==> config.mk <==
export PLATFORM = sky130hd
export DESIGN_NAME = mem_stage
export DESIGN_NICKNAME = d
export VERILOG_FILES = /design/src/rtl/mem_stage.sv
export SDC_FILE = /design/constraint.sdc
export NUM_CORES = 1
export LEC_CHECK = 0
export ABC_AREA = 1
export ABC_CLOCK_PERIOD_IN_PS = 3400
export BUFFER_PORTS_ARGS = -buffer_cell sky130_fd_sc_hd__clkbuf_2
export CAP_MARGIN = 20
export CORE_ASPECT_RATIO = 1.25
export CORE_MARGIN = 1.5
export CORE_UTILIZATION = 45
export CTS_CLUSTER_DIAMETER = 40
export DETAILED_ROUTE_END_ITERATION = 7
export PLACE_DENSITY = 0.77
export SETUP_SLACK_MARGIN = 0.2
export SLEW_MARGIN = 25
export SYNTH_ARGS = -nofsm -noshare
export SYNTH_HDL_FRONTEND = slang
export SYNTH_SLANG_ARGS = --single-unit
export TNS_END_PERCENT = 50
==> constraint.sdc <==
create_clock -name clk -period 3.4 [get_ports clk]
set_clock_uncertainty 0.1 [all_clocks]
set_input_delay 0.51 -clock clk [delete_from_list [all_inputs] [get_ports clk]]
set_output_delay 0.51 -clock clk [all_outputs]
set_load 0.02 [all_outputs]
==> src/rtl/mem_stage.sv <==
// MEM pipeline stage: registers the EXE bus, holds SRAM load data across writeback stalls.
// Optional MEM-to-decode bypass is enabled by defining MS_FWD_EN.
module mem_stage (
    input  logic        clk,
    input  logic        reset,
    input  logic        ws_allowin,
    output logic        ms_allowin,
    input  logic        es_to_ms_valid,
    input  logic [71:0] es_to_ms_bus,
    output logic        ms_to_ws_valid,
    output logic [69:0] ms_to_ws_bus,
    input  logic [31:0] data_sram_rdata,
    output logic        mem_we,
    output logic [31:0] ms_to_ds_result,
    output logic [4:0]  MS_dest
);

    logic        ms_valid;
    logic        ms_ready_go;
    logic [71:0] bus_r;
    logic        first_r;
    logic        hold_vld;
    logic [31:0] hold_r;

    logic        ms_mem_we;
    logic        ms_res_from_mem;
    logic        ms_gr_we;
    logic [4:0]  ms_dest;
    logic [31:0] ms_alu_result;
    logic [31:0] ms_pc;
    logic [31:0] load_data;
    logic [31:0] final_result;
    logic        ms_leave;
    logic        hold_capture;

    assign {ms_mem_we, ms_res_from_mem, ms_gr_we, ms_dest, ms_alu_result, ms_pc} = bus_r;

    assign ms_ready_go    = 1'b1;
    assign ms_allowin     = !ms_valid || (ms_ready_go && ws_allowin);
    assign ms_to_ws_valid = ms_valid && ms_ready_go;
    assign ms_leave       = ms_to_ws_valid && ws_allowin;
    // SRAM data is only valid in the first cycle; keep it if we cannot leave then.
    assign hold_capture   = ms_valid && first_r && !ws_allowin;

    always_ff @(posedge clk) begin
        if (reset) begin
            ms_valid <= 1'b0;
            first_r  <= 1'b0;
        end else begin
            if (ms_allowin) begin
                ms_valid <= es_to_ms_valid;
            end
            first_r <= es_to_ms_valid && ms_allowin;
        end
    end

    always_ff @(posedge clk) begin
        if (es_to_ms_valid && ms_allowin) begin
            bus_r <= es_to_ms_bus;
        end
    end

    always_ff @(posedge clk) begin
        if (reset) begin
            hold_vld <= 1'b0;
            hold_r   <= 32'd0;
        end else if (ms_leave) begin
            hold_vld <= 1'b0;
        end else if (hold_capture) begin
            hold_vld <= 1'b1;
            hold_r   <= data_sram_rdata;
        end
    end

    assign load_data    = hold_vld ? hold_r : data_sram_rdata;
    assign final_result = ms_res_from_mem ? load_data : ms_alu_result;
    assign ms_to_ws_bus = {ms_gr_we, ms_dest, final_result, ms_pc};
    assign mem_we       = ms_valid && ms_mem_we && ws_allowin;

`ifdef MS_FWD_EN
    assign MS_dest         = ms_dest & {5{ms_valid && ms_gr_we}};
    assign ms_to_ds_result = final_result;
`else
    assign MS_dest         = 5'd0;
    assign ms_to_ds_result = 32'd0;
`endif

endmodule

# After elaboration in Yosys (flattened, before gate mapping)
# Cells that the tools add are included.
[op_classes]
muxes = 2
bitwise = 1
n_reduce_logical = 11
[ops]
columns = ["cell", "count"]
rows = [
  ["32-bit 2-to-1 mux", 2],
  ["1-bit logical AND", 6],
  ["1-bit zero test", 2],
  ["2-bit AND reduction", 1],
  ["2-bit OR reduction", 1],
  ["1-bit logical OR", 1],
  ["1-bit NOT", 1],
]
[totals]
register_bits = 107
out_inout_bits = 110
word_cells = 19

# Longest topological paths before layout
[depth]
ltp_word = 3
ltp_mapped = 7

# Worst setup path before layout
# No wires, ideal clock.
[synth_path]
kind = "input to register"
startpoint = "input port ws_allowin"
endpoint = "register bus_r[0], enable pin"
arrival_ns = 2.267
t_required_ns = 2.874
setup_slack_ns = 0.607
path_stages = 4
n_path_buf = 0
path_cell_list = "inv_1 nand2_1 nand2_1 inv_1"
[synth_via]
elab_chain_len = 2
[synth_rtl]
columns = ["item", "line_no", "text"]
rows = [
  ["from (decl)", "6", "input logic ws_allowin,"],
  ["1-bit logical OR", "39", "assign ms_allowin = !ms_valid || (ms_ready_go && ws_allowin);"],
  ["via ms_allowin", "7", "output logic ms_allowin,"],
  ["1-bit logical AND", "58", "if (es_to_ms_valid && ms_allowin) begin"],
  ["to (signal assigned)", "59", "bus_r <= es_to_ms_bus;"],
  ["to (decl)", "20", "logic [71:0] bus_r;"],
]
# The timed path passes the listed nets, and every way through them passes these cells.
# A chain may end at the register's enable or synchronous reset.

# Final worst setup path
[layout_path]
startpoint = "register hold_vld"
endpoint = "output port ms_to_ws_bus[57]"
[layout_via]
elab_chain_len = 2
[layout_rtl]
columns = ["item", "line_no", "text"]
rows = [
  ["from (decl)", "22", "logic hold_vld;"],
  ["from (signal assigned)", "65", "hold_vld <= 1'b0;"],
  ["from (signal assigned)", "68", "hold_vld <= 1'b0;"],
  ["from (signal assigned)", "70", "hold_vld <= 1'b1;"],
  ["32-bit 2-to-1 mux", "75", "assign load_data = hold_vld ? hold_r : data_sram_rdata;"],
  ["32-bit 2-to-1 mux", "76", "assign final_result = ms_res_from_mem ? load_data : ms_alu_result;"],
  ["to (decl)", "11", "output logic [69:0] ms_to_ws_bus,"],
]
# No other way between the ends.

==> impl_results.rst <==
.. list-table::
   :header-rows: 1

   * - Metric
     - Value
   * - Hold Vio Cnt, Final
     - 0
   * - Buffers from clock root to sink, at most
     - 2
   * - Number of antenna violations at the first check in global routing
     - 0
   * - Initial detailed-routing violation count
     - about 140
   * - GR Overflow Total
     - 0
   * - Actual slew at the worst max-slew pin
     - around 800 ps
   * - Total inserted antenna cells
     - 0
   * - Clk Tree Root Cell
     - sky130_fd_sc_hd__clkbuf_16
   * - Area Overhead vs Synth
     - 17.0%
   * - Worst supply voltage drop on vdd
     - around 480 uV
   * - Worst hold margin
     - 245 ps
   * - Worst EP required
     - around 2800 ps
   * - Slowest library cell on the worst path
     - sky130_fd_sc_hd__inv_1
   * - I/O pin count
     - ~220
   * - Starting density of the core
     - 45.7%
   * - Pwr Total
     - between 2 and 3 mW
   * - Arr. time, crit path
     - 1840 ps
   * - Total clock sinks
     - about 110
   * - Number of max-capacitance violations reported
     - 0
   * - Sequential cell area in the final layout
     - ~2900 sq um
   * - Number of antenna-violating nets in the routed design
     - 0
   * - Maximum operating frequency
     - 409 MHz
   * - Static leakage
     - between 2 and 3 nW
   * - Clock slew at the register clock pins of the worst setup and hold paths
     - 80 ps
   * - Clock latency on the worst-skew pair
     - around 330 ps
   * - Final Wtd Congestion
     - approximately 0.77
   * - Area of the die
     - between 10000 and 15000 sq um
   * - Number of cells produced by synthesis
     - slightly above 500
   * - Nets
     - between 700 and 800
   * - Slowest stage delay, CP
     - 410 ps
   * - Routed via count
     - about 3500
   * - Crit path kind
     - reg2out
   * - Gates resized, CTS repair
     - 0
   * - Result of the run
     - finished clean
   * - Sum of negative setup slack
     - 0 ps
   * - Drt drc
     - 0
   * - Type of the tightest min-delay check
     - in2reg
   * - Power per Cell Area
     - about 500 nW/um^2
   * - Period Utilization, post-route
     - slightly above 70%
   * - Wire length per cell
     - between 10 and 15 um
   * - Wire length of the first global-routing pass
     - between 15000 and 20000 um
   * - Number of buffers added by the clock tree synthesis step
     - 9
   * - Number of global-route vias before repair
     - around 3500
   * - CP Max Fanout
     - 19
   * - Routed wire length
     - between 9000 and 10000 um
   * - Distinct cells, synth
     - 14
   * - Die width
     - roughly 95 um
   * - Setup repair after global routing missed its margin
     - no
   * - Final standard cell utilization of the core
     - 53.5%
   * - Maximum number of pins on one net before global-route repair
     - 66
   * - Final slew viol count
     - 0
   * - Detail Placement HPWL
     - approximately 7000 um
   * - Critical Path End Type
     - output port
   * - Die Y
     - around 120 um
   * - Crit path launch type
     - flop
   * - Total number of H-tree levels
     - 3
   * - Part of the Yosys area used for sequential elements
     - 59.6%
   * - Placeable core region
     - roughly 11000 sq um
   * - Worst-case headroom to the max-slew limit
     - between 40% and 50%
   * - Via count normalized by instance count
     - roughly 4.5
   * - Post-synthesis instance area
     - around 4800 sq um
   * - Tot GR Track Use
     - between 15 and 20%
   * - Ratio of cells with drive above 1 in the final layout
     - roughly a third
   * - Number of I/O port buffers
     - between 150 and 200
   * - Clock period minus worst slack
     - 2450 ps
   * - Fillers
     - between 900 and 1000
   * - Final setup violation count
     - 0
   * - CTS Hold Buffers Added
     - 0
   * - Std-Cell Rows
     - between 40 and 50
   * - TritonCTS clock tree
     - done
   * - Mean instance size in the synthesized netlist
     - ~9.4 sq um
   * - Number of buffers added for setup after CTS
     - 0
   * - Flip-flop and latch count after synthesis
     - 107
   * - Top cell type's share of synthesized area
     - approximately 45%
   * - Warning count from the yosys run
     - 0
   * - Multi-input logic area
     - roughly 1200 sq um
   * - Cell breakdown of the critical path
     - inv_1 > buf_4 > nand2_1 > a31oi_1 > clkbuf_2
   * - Count of TritonRoute iterations in the first routing pass
     - 4
   * - Top post-synthesis cells by area
     - sky130_fd_sc_hd__edfxtp_1, sky130_fd_sc_hd__dfxtp_1, sky130_fd_sc_hd__buf_4
   * - Post-synth top area cell
     - sky130_fd_sc_hd__edfxtp_1
sequential cells by signal, indices dropped and copies added, names as in the netlist:
register / count
first_r: 1
ms_to_ws_valid: 1
hold_r: 32
hold_vld: 1
bus_r: 72
cells in the mapped netlist:
| library cell | n |
|---|---|
| sky130_fd_sc_hd__nor2_1 | 98 |
| sky130_fd_sc_hd__clkbuf_1 | 3 |
| sky130_fd_sc_hd__buf_6 | 6 |
| sky130_fd_sc_hd__a31oi_1 | 32 |
| sky130_fd_sc_hd__conb_1 | 1 |
| sky130_fd_sc_hd__buf_2 | 11 |
| sky130_fd_sc_hd__buf_4 | 78 |
| sky130_fd_sc_hd__a21oi_1 | 2 |
| sky130_fd_sc_hd__edfxtp_1 | 72 |
| sky130_fd_sc_hd__buf_1 | 1 |
| sky130_fd_sc_hd__dfxtp_1 | 35 |
| sky130_fd_sc_hd__inv_1 | 37 |
| sky130_fd_sc_hd__nand2_1 | 132 |
| sky130_fd_sc_hd__nand3_1 | 1 |
logic make-up (layout without fill, tap and decap cells):
| group | after synthesis | in the layout | share of synthesized area, % |
|---|---|---|---|
| AOI/OAI and AO/OA | 34 | 34 | 4.37 |
| DFF | 107 | 107 | 59.6 |
| other | 1 | 37 | 0.0780 |
| and+or+nand+nor | 231 | 231 | 18.1 |
| buffers and inverters | 136 | 238 | 17.9 |
final cells by class:
| class | instances | area share [%] |
|---|---|---|
| Clock inverter | 6 | 1.02 |
| Clock buffer | 10 | 4.07 |
| Tap cell | 132 | 2.94 |
| Multi-Input combinational cell | 302 | 21.7 |
| Inverter | 37 | 2.47 |
| Sequential cell | 107 | 50.9 |
| Timing Repair Buffer | 185 | 16.9 |
power breakdown:
part	switching, mW	internal (mW)
combinational	0.244	0.117
clock	0.466	0.514
sequential	0.0202	1.46
layer usage:
metal / GRT usage [%] / up-vias / part of all wire [%]
met1: 19.6 / 1582 / 39
met5: 0 / - / 0
met3: 6.37 / 8 / 9.1
met2: 31.3 / 168 / 51
met4: 6.62 / 0 / 1.3
li1: - / 1766 / -
final timing paths:
| kind | startpoint | to | slack, ps | cells past startpoint |
|---|---|---|---|---|
| setup / recovery | hold_vld | ms_to_ws_bus[57] | 950 | 5 |
| hold / removal | es_to_ms_bus[65] | bus_r[65] | 240 | 1 |
| setup reg to reg | ms_to_ws_valid | bus_r[58] | 1480 | 4 |
| hold reg to reg | hold_r[31] | hold_r[31] | 410 | 4 |
cell usage in the layout (no fill, tap or decap), types with 4 or more instances in the layout:
cell type                     n
sky130_fd_sc_hd__nand2_1    132
sky130_fd_sc_hd__nor2_1      98
sky130_fd_sc_hd__clkbuf_16    9
sky130_fd_sc_hd__conb_1      37
sky130_fd_sc_hd__a31oi_1     32
sky130_fd_sc_hd__dfxtp_1     35
sky130_fd_sc_hd__inv_1       35
sky130_fd_sc_hd__buf_4        4
sky130_fd_sc_hd__edfxtp_1    72
sky130_fd_sc_hd__clkbuf_2   180
stage by stage:
stage | instances | setup slack [ps] | area (sq um)
6_report | 779 | 953 | 5630
5_1_grt | 779 | 775 | 5630
4_1_cts | 779 | 920 | 5630
3_5_place_dp | 763 | 1150 | 5340
3_3_place_gp | 763 | 1250 | 5340
2_1_floorplan | 545 | 607 | 4940
worst max-delay path, delay by kind of cell (launching register included):
family | cells | cell delay (ps)
and+or+nand+nor | 1 | 80
AOI/OAI and AO/OA | 1 | 150
buffers and inverters | 3 | 950
DFF | 1 | 310
No activity file was read; power rests on OpenSTA's default activity.
